File: config.mk
export PLATFORM = sky130hd
export DESIGN_NAME = instr_register_param_flat
export DESIGN_NICKNAME = d
export VERILOG_FILES = /design/src/rtl/instr_register_param_if.sv /design/src/rtl/instr_register_param.sv /design/src/flat_wrapper.sv
export SDC_FILE = /design/constraint.sdc
export NUM_CORES = 2
export LEC_CHECK = 0
export CELL_PAD_IN_SITES_DETAIL_PLACEMENT = 1
export CELL_PAD_IN_SITES_GLOBAL_PLACEMENT = 1
export CORE_ASPECT_RATIO = 0.9
export CORE_MARGIN = 2
export CORE_UTILIZATION = 45
export CTS_BUF_LIST = sky130_fd_sc_hd__clkbuf_16
export CTS_CLUSTER_DIAMETER = 150
export DETAILED_ROUTE_END_ITERATION = 8
export PLACE_DENSITY_LB_ADDON = 0.1
export SETUP_SLACK_MARGIN = 0.5
export SLEW_MARGIN = 20
export SYNTH_ARGS = -nofsm -noshare
export SYNTH_HDL_FRONTEND = slang
export SYNTH_SLANG_ARGS = --single-unit
File: constraint.sdc
create_clock -name clk -period 5.1 [get_ports clk]
set_input_delay 0.765 -clock clk [delete_from_list [all_inputs] [get_ports clk]]
set_output_delay 0.765 -clock clk [all_outputs]
set_load 0.005 [all_outputs]
File: src/rtl/instr_register_param_if.sv
// rtl/instr_register_param_if.sv - request/response bundle for instr_register_param
// master drives requests and entry data; slave (the register) returns entries and FIFO status.
interface instr_register_param_if #(
  parameter int OPW      = 32,
  parameter int OPCODE_W = 4,
  parameter int DEPTH    = 32
);
  localparam int AW = $clog2(DEPTH);

  logic                       mode;
  logic                       load_en;
  logic [OPCODE_W-1:0]        opcode;
  logic signed [OPW-1:0]      operand_a;
  logic signed [OPW-1:0]      operand_b;
  logic [AW-1:0]              write_pointer;
  logic [AW-1:0]              read_pointer;
  logic                       rd_en;

  logic                       instr_valid;
  logic [OPCODE_W-1:0]        instr_opcode;
  logic signed [OPW-1:0]      instr_a;
  logic signed [OPW-1:0]      instr_b;
  logic signed [2*OPW-1:0]    instr_result;
  logic                       full;
  logic                       empty;
  logic [AW:0]                count;
  logic                       wr_overflow;
  logic                       rd_underflow;

  modport master (
    output mode, load_en, opcode, operand_a, operand_b, write_pointer, read_pointer, rd_en,
    input  instr_valid, instr_opcode, instr_a, instr_b, instr_result,
           full, empty, count, wr_overflow, rd_underflow
  );

  modport slave (
    input  mode, load_en, opcode, operand_a, operand_b, write_pointer, read_pointer, rd_en,
    output instr_valid, instr_opcode, instr_a, instr_b, instr_result,
           full, empty, count, wr_overflow, rd_underflow
  );
endinterface

File: src/rtl/instr_register_param.sv
// rtl/instr_register_param.sv - instruction register, addressed or FIFO mode, 1-cycle read
// Result stage built only when INSTR_REG_RESULT_EN is defined; otherwise instr_result is 0.
module instr_register_param #(
  parameter int OPW      = 32,
  parameter int OPCODE_W = 4,
  parameter int DEPTH    = 32
) (
  input  logic                    clk,
  input  logic                    reset,
  instr_register_param_if.slave   bus
);
  localparam int AW = $clog2(DEPTH);

  typedef struct packed {
    logic [OPCODE_W-1:0]   op;
    logic signed [OPW-1:0] a;
    logic signed [OPW-1:0] b;
  } entry_t;

  entry_t        mem_q [DEPTH];
  entry_t        out_q, out_d;
  logic [AW-1:0] wr_head_q, wr_head_d, rd_head_q, rd_head_d;
  logic [AW:0]   count_q, count_d;
  logic          mode_q, mode_d;
  logic          valid_q, valid_d;
  logic          ovf_q, ovf_d, unf_q, unf_d;
  logic          mem_we, do_push, do_pop;
  logic [AW-1:0] mem_waddr;
  logic          fifo_full, fifo_empty;

  assign fifo_full  = (count_q == (AW+1)'(DEPTH));
  assign fifo_empty = (count_q == '0);

  always_comb begin
    mode_d    = bus.mode;
    wr_head_d = wr_head_q;
    rd_head_d = rd_head_q;
    count_d   = count_q;
    out_d     = out_q;
    valid_d   = 1'b0;
    ovf_d     = 1'b0;
    unf_d     = 1'b0;
    mem_we    = 1'b0;
    mem_waddr = bus.write_pointer;
    do_push   = 1'b0;
    do_pop    = 1'b0;
    // A mode change restarts the FIFO; stored entries stay put.
    if (bus.mode != mode_q) begin
      wr_head_d = '0;
      rd_head_d = '0;
      count_d   = '0;
    end
    if (!bus.mode) begin
      mem_we  = bus.load_en;
      out_d   = mem_q[bus.read_pointer];
      valid_d = 1'b1;
    end else if (bus.mode == mode_q) begin
      do_pop    = bus.rd_en && !fifo_empty;
      do_push   = bus.load_en && (!fifo_full || do_pop);
      unf_d     = bus.rd_en && fifo_empty;
      ovf_d     = bus.load_en && !do_push;
      mem_we    = do_push;
      mem_waddr = wr_head_q;
      if (do_pop) begin
        out_d     = mem_q[rd_head_q];
        valid_d   = 1'b1;
        rd_head_d = rd_head_q + AW'(1);
      end
      if (do_push) begin
        wr_head_d = wr_head_q + AW'(1);
      end
      count_d = count_q + {{AW{1'b0}}, do_push} - {{AW{1'b0}}, do_pop};
    end
  end

  always_ff @(posedge clk) begin
    if (reset) begin
      mode_q    <= bus.mode;
      wr_head_q <= '0;
      rd_head_q <= '0;
      count_q   <= '0;
      out_q     <= '0;
      valid_q   <= 1'b0;
      ovf_q     <= 1'b0;
      unf_q     <= 1'b0;
      for (int i = 0; i < DEPTH; i++) begin
        mem_q[i] <= '0;
      end
    end else begin
      mode_q    <= mode_d;
      wr_head_q <= wr_head_d;
      rd_head_q <= rd_head_d;
      count_q   <= count_d;
      out_q     <= out_d;
      valid_q   <= valid_d;
      ovf_q     <= ovf_d;
      unf_q     <= unf_d;
      if (mem_we) begin
        mem_q[mem_waddr] <= {bus.opcode, bus.operand_a, bus.operand_b};
      end
    end
  end

  assign bus.instr_valid  = valid_q;
  assign bus.instr_opcode = out_q.op;
  assign bus.instr_a      = out_q.a;
  assign bus.instr_b      = out_q.b;
  assign bus.full         = fifo_full;
  assign bus.empty        = fifo_empty;
  assign bus.count        = count_q;
  assign bus.wr_overflow  = ovf_q;
  assign bus.rd_underflow = unf_q;

`ifdef INSTR_REG_RESULT_EN
  logic signed [2*OPW-1:0] result_q, result_d;

  function automatic logic signed [2*OPW-1:0] alu(input entry_t e);
    logic signed [2*OPW-1:0] sa, sb, r;
    sa = {{OPW{e.a[OPW-1]}}, e.a};
    sb = {{OPW{e.b[OPW-1]}}, e.b};
    case (e.op)
      OPCODE_W'(1): r = sa;
      OPCODE_W'(2): r = sb;
      OPCODE_W'(3): r = sa + sb;
      OPCODE_W'(4): r = sa - sb;
      OPCODE_W'(5): r = sa * sb;
      OPCODE_W'(6): r = (sb == '0) ? '0 : sa / sb;
      OPCODE_W'(7): r = (sb == '0) ? '0 : sa % sb;
      default:      r = '0;
    endcase
    return r;
  endfunction

  // Computed from the same mux that loads out_q, so result and entry share one register stage.
  always_comb result_d = alu(out_d);

  always_ff @(posedge clk) begin
    if (reset) result_q <= '0;
    else       result_q <= result_d;
  end

  assign bus.instr_result = result_q;
`else
  assign bus.instr_result = '0;
`endif
endmodule

File: src/flat_wrapper.sv
// flat-port wrapper written by rule: the top's interface ports become plain ports
module instr_register_param_flat 
#(
  parameter int OPW      = 32,
  parameter int OPCODE_W = 4,
  parameter int DEPTH    = 32
)
  (clk, reset, bus_mode, bus_load_en, bus_opcode, bus_operand_a, bus_operand_b, bus_write_pointer, bus_read_pointer, bus_rd_en, bus_instr_valid, bus_instr_opcode, bus_instr_a, bus_instr_b, bus_instr_result, bus_full, bus_empty, bus_count, bus_wr_overflow, bus_rd_underflow);
  instr_register_param_if #(.OPW(OPW), .OPCODE_W(OPCODE_W), .DEPTH(DEPTH)) bus_i ();
  input  logic clk;
  input  logic reset;
  input wire logic [$bits(bus_i.mode)-1:0] bus_mode;
  input wire logic [$bits(bus_i.load_en)-1:0] bus_load_en;
  input wire logic [$bits(bus_i.opcode)-1:0] bus_opcode;
  input wire logic [$bits(bus_i.operand_a)-1:0] bus_operand_a;
  input wire logic [$bits(bus_i.operand_b)-1:0] bus_operand_b;
  input wire logic [$bits(bus_i.write_pointer)-1:0] bus_write_pointer;
  input wire logic [$bits(bus_i.read_pointer)-1:0] bus_read_pointer;
  input wire logic [$bits(bus_i.rd_en)-1:0] bus_rd_en;
  output wire logic [$bits(bus_i.instr_valid)-1:0] bus_instr_valid;
  output wire logic [$bits(bus_i.instr_opcode)-1:0] bus_instr_opcode;
  output wire logic [$bits(bus_i.instr_a)-1:0] bus_instr_a;
  output wire logic [$bits(bus_i.instr_b)-1:0] bus_instr_b;
  output wire logic [$bits(bus_i.instr_result)-1:0] bus_instr_result;
  output wire logic [$bits(bus_i.full)-1:0] bus_full;
  output wire logic [$bits(bus_i.empty)-1:0] bus_empty;
  output wire logic [$bits(bus_i.count)-1:0] bus_count;
  output wire logic [$bits(bus_i.wr_overflow)-1:0] bus_wr_overflow;
  output wire logic [$bits(bus_i.rd_underflow)-1:0] bus_rd_underflow;
  assign bus_i.mode = bus_mode;
  assign bus_i.load_en = bus_load_en;
  assign bus_i.opcode = bus_opcode;
  assign bus_i.operand_a = bus_operand_a;
  assign bus_i.operand_b = bus_operand_b;
  assign bus_i.write_pointer = bus_write_pointer;
  assign bus_i.read_pointer = bus_read_pointer;
  assign bus_i.rd_en = bus_rd_en;
  assign bus_instr_valid = bus_i.instr_valid;
  assign bus_instr_opcode = bus_i.instr_opcode;
  assign bus_instr_a = bus_i.instr_a;
  assign bus_instr_b = bus_i.instr_b;
  assign bus_instr_result = bus_i.instr_result;
  assign bus_full = bus_i.full;
  assign bus_empty = bus_i.empty;
  assign bus_count = bus_i.count;
  assign bus_wr_overflow = bus_i.wr_overflow;
  assign bus_rd_underflow = bus_i.rd_underflow;
  instr_register_param #(.OPW(OPW), .OPCODE_W(OPCODE_W), .DEPTH(DEPTH)) u_core (.clk(clk), .reset(reset), .bus(bus_i));
endmodule
* Word level (Yosys, flattened, before mapping) *
Memories as Yosys holds them, arrays and structs flattened. A register that Yosys moved wholly into a read port is not among the register bits.
Index checks and enable logic that the tools add are counted.

word-level totals
  register bits after elaboration = 88
  latch bits = 0
  bits in writable memories = 2176
  ROM bits = 0
  word-level logic and storage cells = 64
  memories = 1

cells by class
  $add $sub $neg = 4
  multipliers = 0
  divide/modulo/power cells = 0
  order comparisons = 0
  equal/unequal tests = 5
  shift-type cells = 0
  multiplexer cells = 30
  bitwise logic cells = 2
  reductions and logical operators = 12

memory list
  name          depth  width  rd ports  clocked after Yosys merged registers in  write ports  RTL line                    source
  u_core.mem_q  32     68     2         1                                        32           instr_register_param.sv:20  entry_t mem_q [DEPTH];

operators by type and width
  cell                                           count
  two-way mux 68 bit                             4
  OR reduction 68 bit                            1
  two-way mux 5 bit                              12
  two-way mux 6 bit                              3
  two-way mux 1 bit                              11
  adder 5 x 1 -> 5 bit, second input constant    2
  adder 6 x 1 -> 6 bit                           1
  == test 6 bit, second input constant           1
  logical NOT 6 bit                              1
  subtractor 6 x 1 -> 6 bit                      1
  logical AND 1 bit                              4
  != test 2 x 1 -> 1 bit, second input constant  2
  logical NOT 1 bit                              3
  OR reduction 3 bit                             1
  inverter 1 bit                                 2
  AND reduction 2 bit                            1
  == test 1 bit                                  1
  logical OR 1 bit                               1
  != test 1 bit                                  1

* Depth between registers and ports, before layout *
  depth after elaboration = 12
  mapped depth = 15
  gate-level depth less buffers = 15

* Worst setup path before layout *
OpenSTA, ideal clock, no wires.

  path kind = input port to flip-flop
  from = in bus_mode
  to = mem u_core.mem_q[0][0] (netlist name), enable pin
  arrival = 3.196 ns
  data required time = 4.703 ns
  setup slack = 1.507 ns
  cell stages on the path = 8
  path buffers = 1
  cells stage by stage = ha_1 nand2_1 mux2i_1 and3_1 nand2b_1 nor2_1 clkbuf_1 or2_2

RTL lines
  element          RTL line                    source
  start, declared  flat_wrapper.sv:12          input wire logic [$bits(bus_i.mode)-1:0] bus_mode;
  end, declared    instr_register_param.sv:20

==> impl_metrics.json <==
{
  "crit_slowest_cell": "or2_4",
  "row_count": 179,
  "hold_class": "reg2reg",
  "ys_ff_latch": 2264,
  "nNetsFinal": 7642,
  "final_cell_mix": "2179 x and2_1, 2176 x edfxtp_1, 1072 x mux4_2",
  "initial_core_util": 0.451,
  "report.final.hold_viol_count": 0,
  "wl_per_cell_um": 41.1,
  "avgSynthCellArea_sq_um": 15.5,
  "synth_cells": 7682,
  "max_stage_delay_ns": 0.84,
  "drive_gt1_frac": 0.243,
  "cts_made_buffers": 267,
  "critPathTopFamily": "simple AND/OR/NAND/NOR gates",
  "p_seq_frac": 0.489,
  "r2r_setup_slack_ns": 1.18,
  "ys.warnings.count": 0,
  "antenna_found_initial": 67,
  "startpoint": "u_core.bus.count[2]$_SDFF_PP0_",
  "p_leak_nw": 46.1,
  "fin_crit_sh": 0.770,
  "io_pins": 226,
  "drt-pass1-iter-count": 6,
  "cts_root_buf": "clkbuf_16",
  "power_frac_clock": 0.418,
  "period_needed_ns": 3.92,
  "h-tree-depth": 5,
  "place.port_buffers": 161,
  "yosysUniqueCellTypes": 58,
  "drv_slew": 0,
  "path_cells": "inv_1, ha_1, and4bb_1, o211ai_1, and3b_1, nand2b_1, nor2_4, or2_4, buf_4",
  "grt_overflow": 0,
  "holdBufCountCts": 0,
  "grt_pass1_wl_mm": 639,
  "fp.dieH_um": 492,
  "synth_edf_count": 2176,
  "ctsResizeCount": 0,
  "crit_path_max_fanout": 22,
  "cts_tree": "done",
  "p_per_area_nw_per_um2": 332,
  "drv_cap": 0,
  "cts_num_sinks": 2264,
  "drtIter0Drc": 12800,
  "p_int_mw": 33.2,
  "clkSlewWorstSetupHoldPaths_ns": 0.06,
  "synth_seq_area_share": 0.563,
  "outcome": "complete, no violations",
  "critPathKind": "reg2reg",
  "die-area_sq_um": 269000,
  "switchingPower_mw": 11.0,
  "grt_max_degree": 96,
  "postSynth.asyncResetShare": 0,
  "setup_viol": 0,
  "relSlewSlack": 0.193,
  "tightestPinTransition_ns": 1.21,
  "rsz0062_at_grt": "no",
  "synth.cell_area_sq_um": 119000,
  "drtAntennaViolNets": 0,
  "p_sw_frac": 0.248,
  "dr_total_vias": 76700,
  "place_congestion": 0.813,
  "die_x_um": 546,
  "core_area_sq_um": 264000,
  "worstPathArrival_ns": 4.49,
  "grtUsageTotal": 0.343,
  "vias_per_cell": 6.77,
  "tns_ns": 0,
  "ys.flop_type": "edfxtp_1",
  "hp-start": "u_core.bus.instr_a[2]$_SDFFE_PP0P_",
  "fmax_mhz": 255,
  "dp_hpwl_mm": 254,
  "final_common_cell": "and2_1",
  "peakVddDrop_v": 0.000245,
  "drc": 0,
  "areaGrowthSynthToFinish_pct": 11.9,
  "grt_pass1_vias": 77300,
  "combPwrFrac": 0.094,
  "cp.required_ns": 5.66,
  "clk_latency_ns": 0.87,
  "cp-start-kind": "register",
  "hold_ws_ns": 0.477,
  "rr_startpoint": "u_core.bus.count[2]$_SDFF_PP0_",
  "cp-end-kind": "register",
  "cts_setup_buffers": 0,
  "critical_path_buf_inv_count": 2,
  "cts_max_path_buffers": 4,
  "drt-total-wl_mm": 466,
  "fin_skew_ns": 0.0321
}
-- synthesized netlist by cell type (38+ instances only) --
cell type  instances  area (sq um)
buf_4            107           803
o22ai_1          137           857
mux2i_1          422          4220
a21oi_1           61           305
o21ai_0           38           190
buf_1             38           143
o221ai_1          49           429
mux2_2            72           811
dfxtp_1           88          1760
mux4_2          1072         24100
nor2_1            96           360
clkbuf_1         551          2070
edfxtp_1        2176         65300
and2_1          2179         13600
nand2_1           64           240
buf_2            165           826
-- sequential cells by signal, indices dropped and copies added, names as in the netlist, 4 cells and up --
register,count
u_core.rd_head_q,5
u_core.mem_q,2176
u_core.wr_head_q,5
u_core.bus.instr_b,32
u_core.bus.instr_a,32
u_core.bus.instr_opcode,4
u_core.bus.count,6
-- metal layers --
metal | vias to the layer above | GRT usage | wire length (um)
li1 | 29300 | - | -
met1 | 41200 | 0.474 | 178000
met2 | 5236 | 0.538 | 217000
met3 | 982 | 0.0608 | 50500
met4 | 6 | 0.147 | 21100
met5 | - | 0 | 38
-- cell type report --
cell class	instances	area, sq um
antenna	52	130
clock buffer	273	6830
clock inverter	201	1290
fill	24700	131000
inverter	14	53.8
multi-input combinational	4584	48600
sequential	2264	67100
tap	3529	4420
timing repair buffer	415	4840
-- power by group through the flow --
| stage | Sequential (mW) | Clock (mW) | Combinational [mW] |
|---|---|---|---|
| floorplan | 21.7 | 0 | 2.48 |
| global placement | 21.9 | 0 | 4.08 |
| detailed placement | 22.0 | 0 | 4.12 |
| CTS | 21.6 | 18.6 | 4.13 |
| global route | 21.7 | 19.2 | 4.28 |
| finish | 21.6 | 18.5 | 4.14 |
-- through the flow --
step | instances | setup WS [ns] | power, mW | util | cell area (sq um)
finish | 11300 | 1.18 | 44.2 | 0.505 | 133000
floorplan | 7745 | 1.51 | 24.2 | - | 119000
global route | 11300 | 1.09 | 45.2 | 0.505 | 133000
CTS | 11300 | 1.33 | 44.3 | 0.505 | 133000
detailed placement | 10800 | 0.732 | 26.1 | 0.474 | 125000
global placement | 10800 | 0.773 | 26.0 | 0.474 | 125000
-- cells by family (layout without fill, tap and decap cells) --
kind of cell,Yosys count,after routing,synth area share
xor+xnor,10,10,0.000735
other cells,1,116,0.0000315
mux,1566,1566,0.245
compound gates,476,476,0.0292
buf+inv,897,903,0.0348
flops,2264,2264,0.563
simple gates,2455,2455,0.126
fa+ha+maj,13,13,0.00143
-- final timing paths --
kind,end,depth (start not counted)
setup reg to reg,u_core.mem_q[5][13]$_SDFFCE_PN0P_,9
hold reg to reg,u_core.bus.instr_a[2]$_SDFFE_PP0P_,2
hold / removal,u_core.bus.instr_a[2]$_SDFFE_PP0P_,2
setup / recovery,u_core.mem_q[5][13]$_SDFFCE_PN0P_,9
-- tightest hold or removal path, stage by stage (launching register included) --
cell and delay [ns]:
dfxtp_1 0.33, a32oi_1 0.06, nand2_1 0.06
Note: power is estimated with default switching activity, not from simulation.
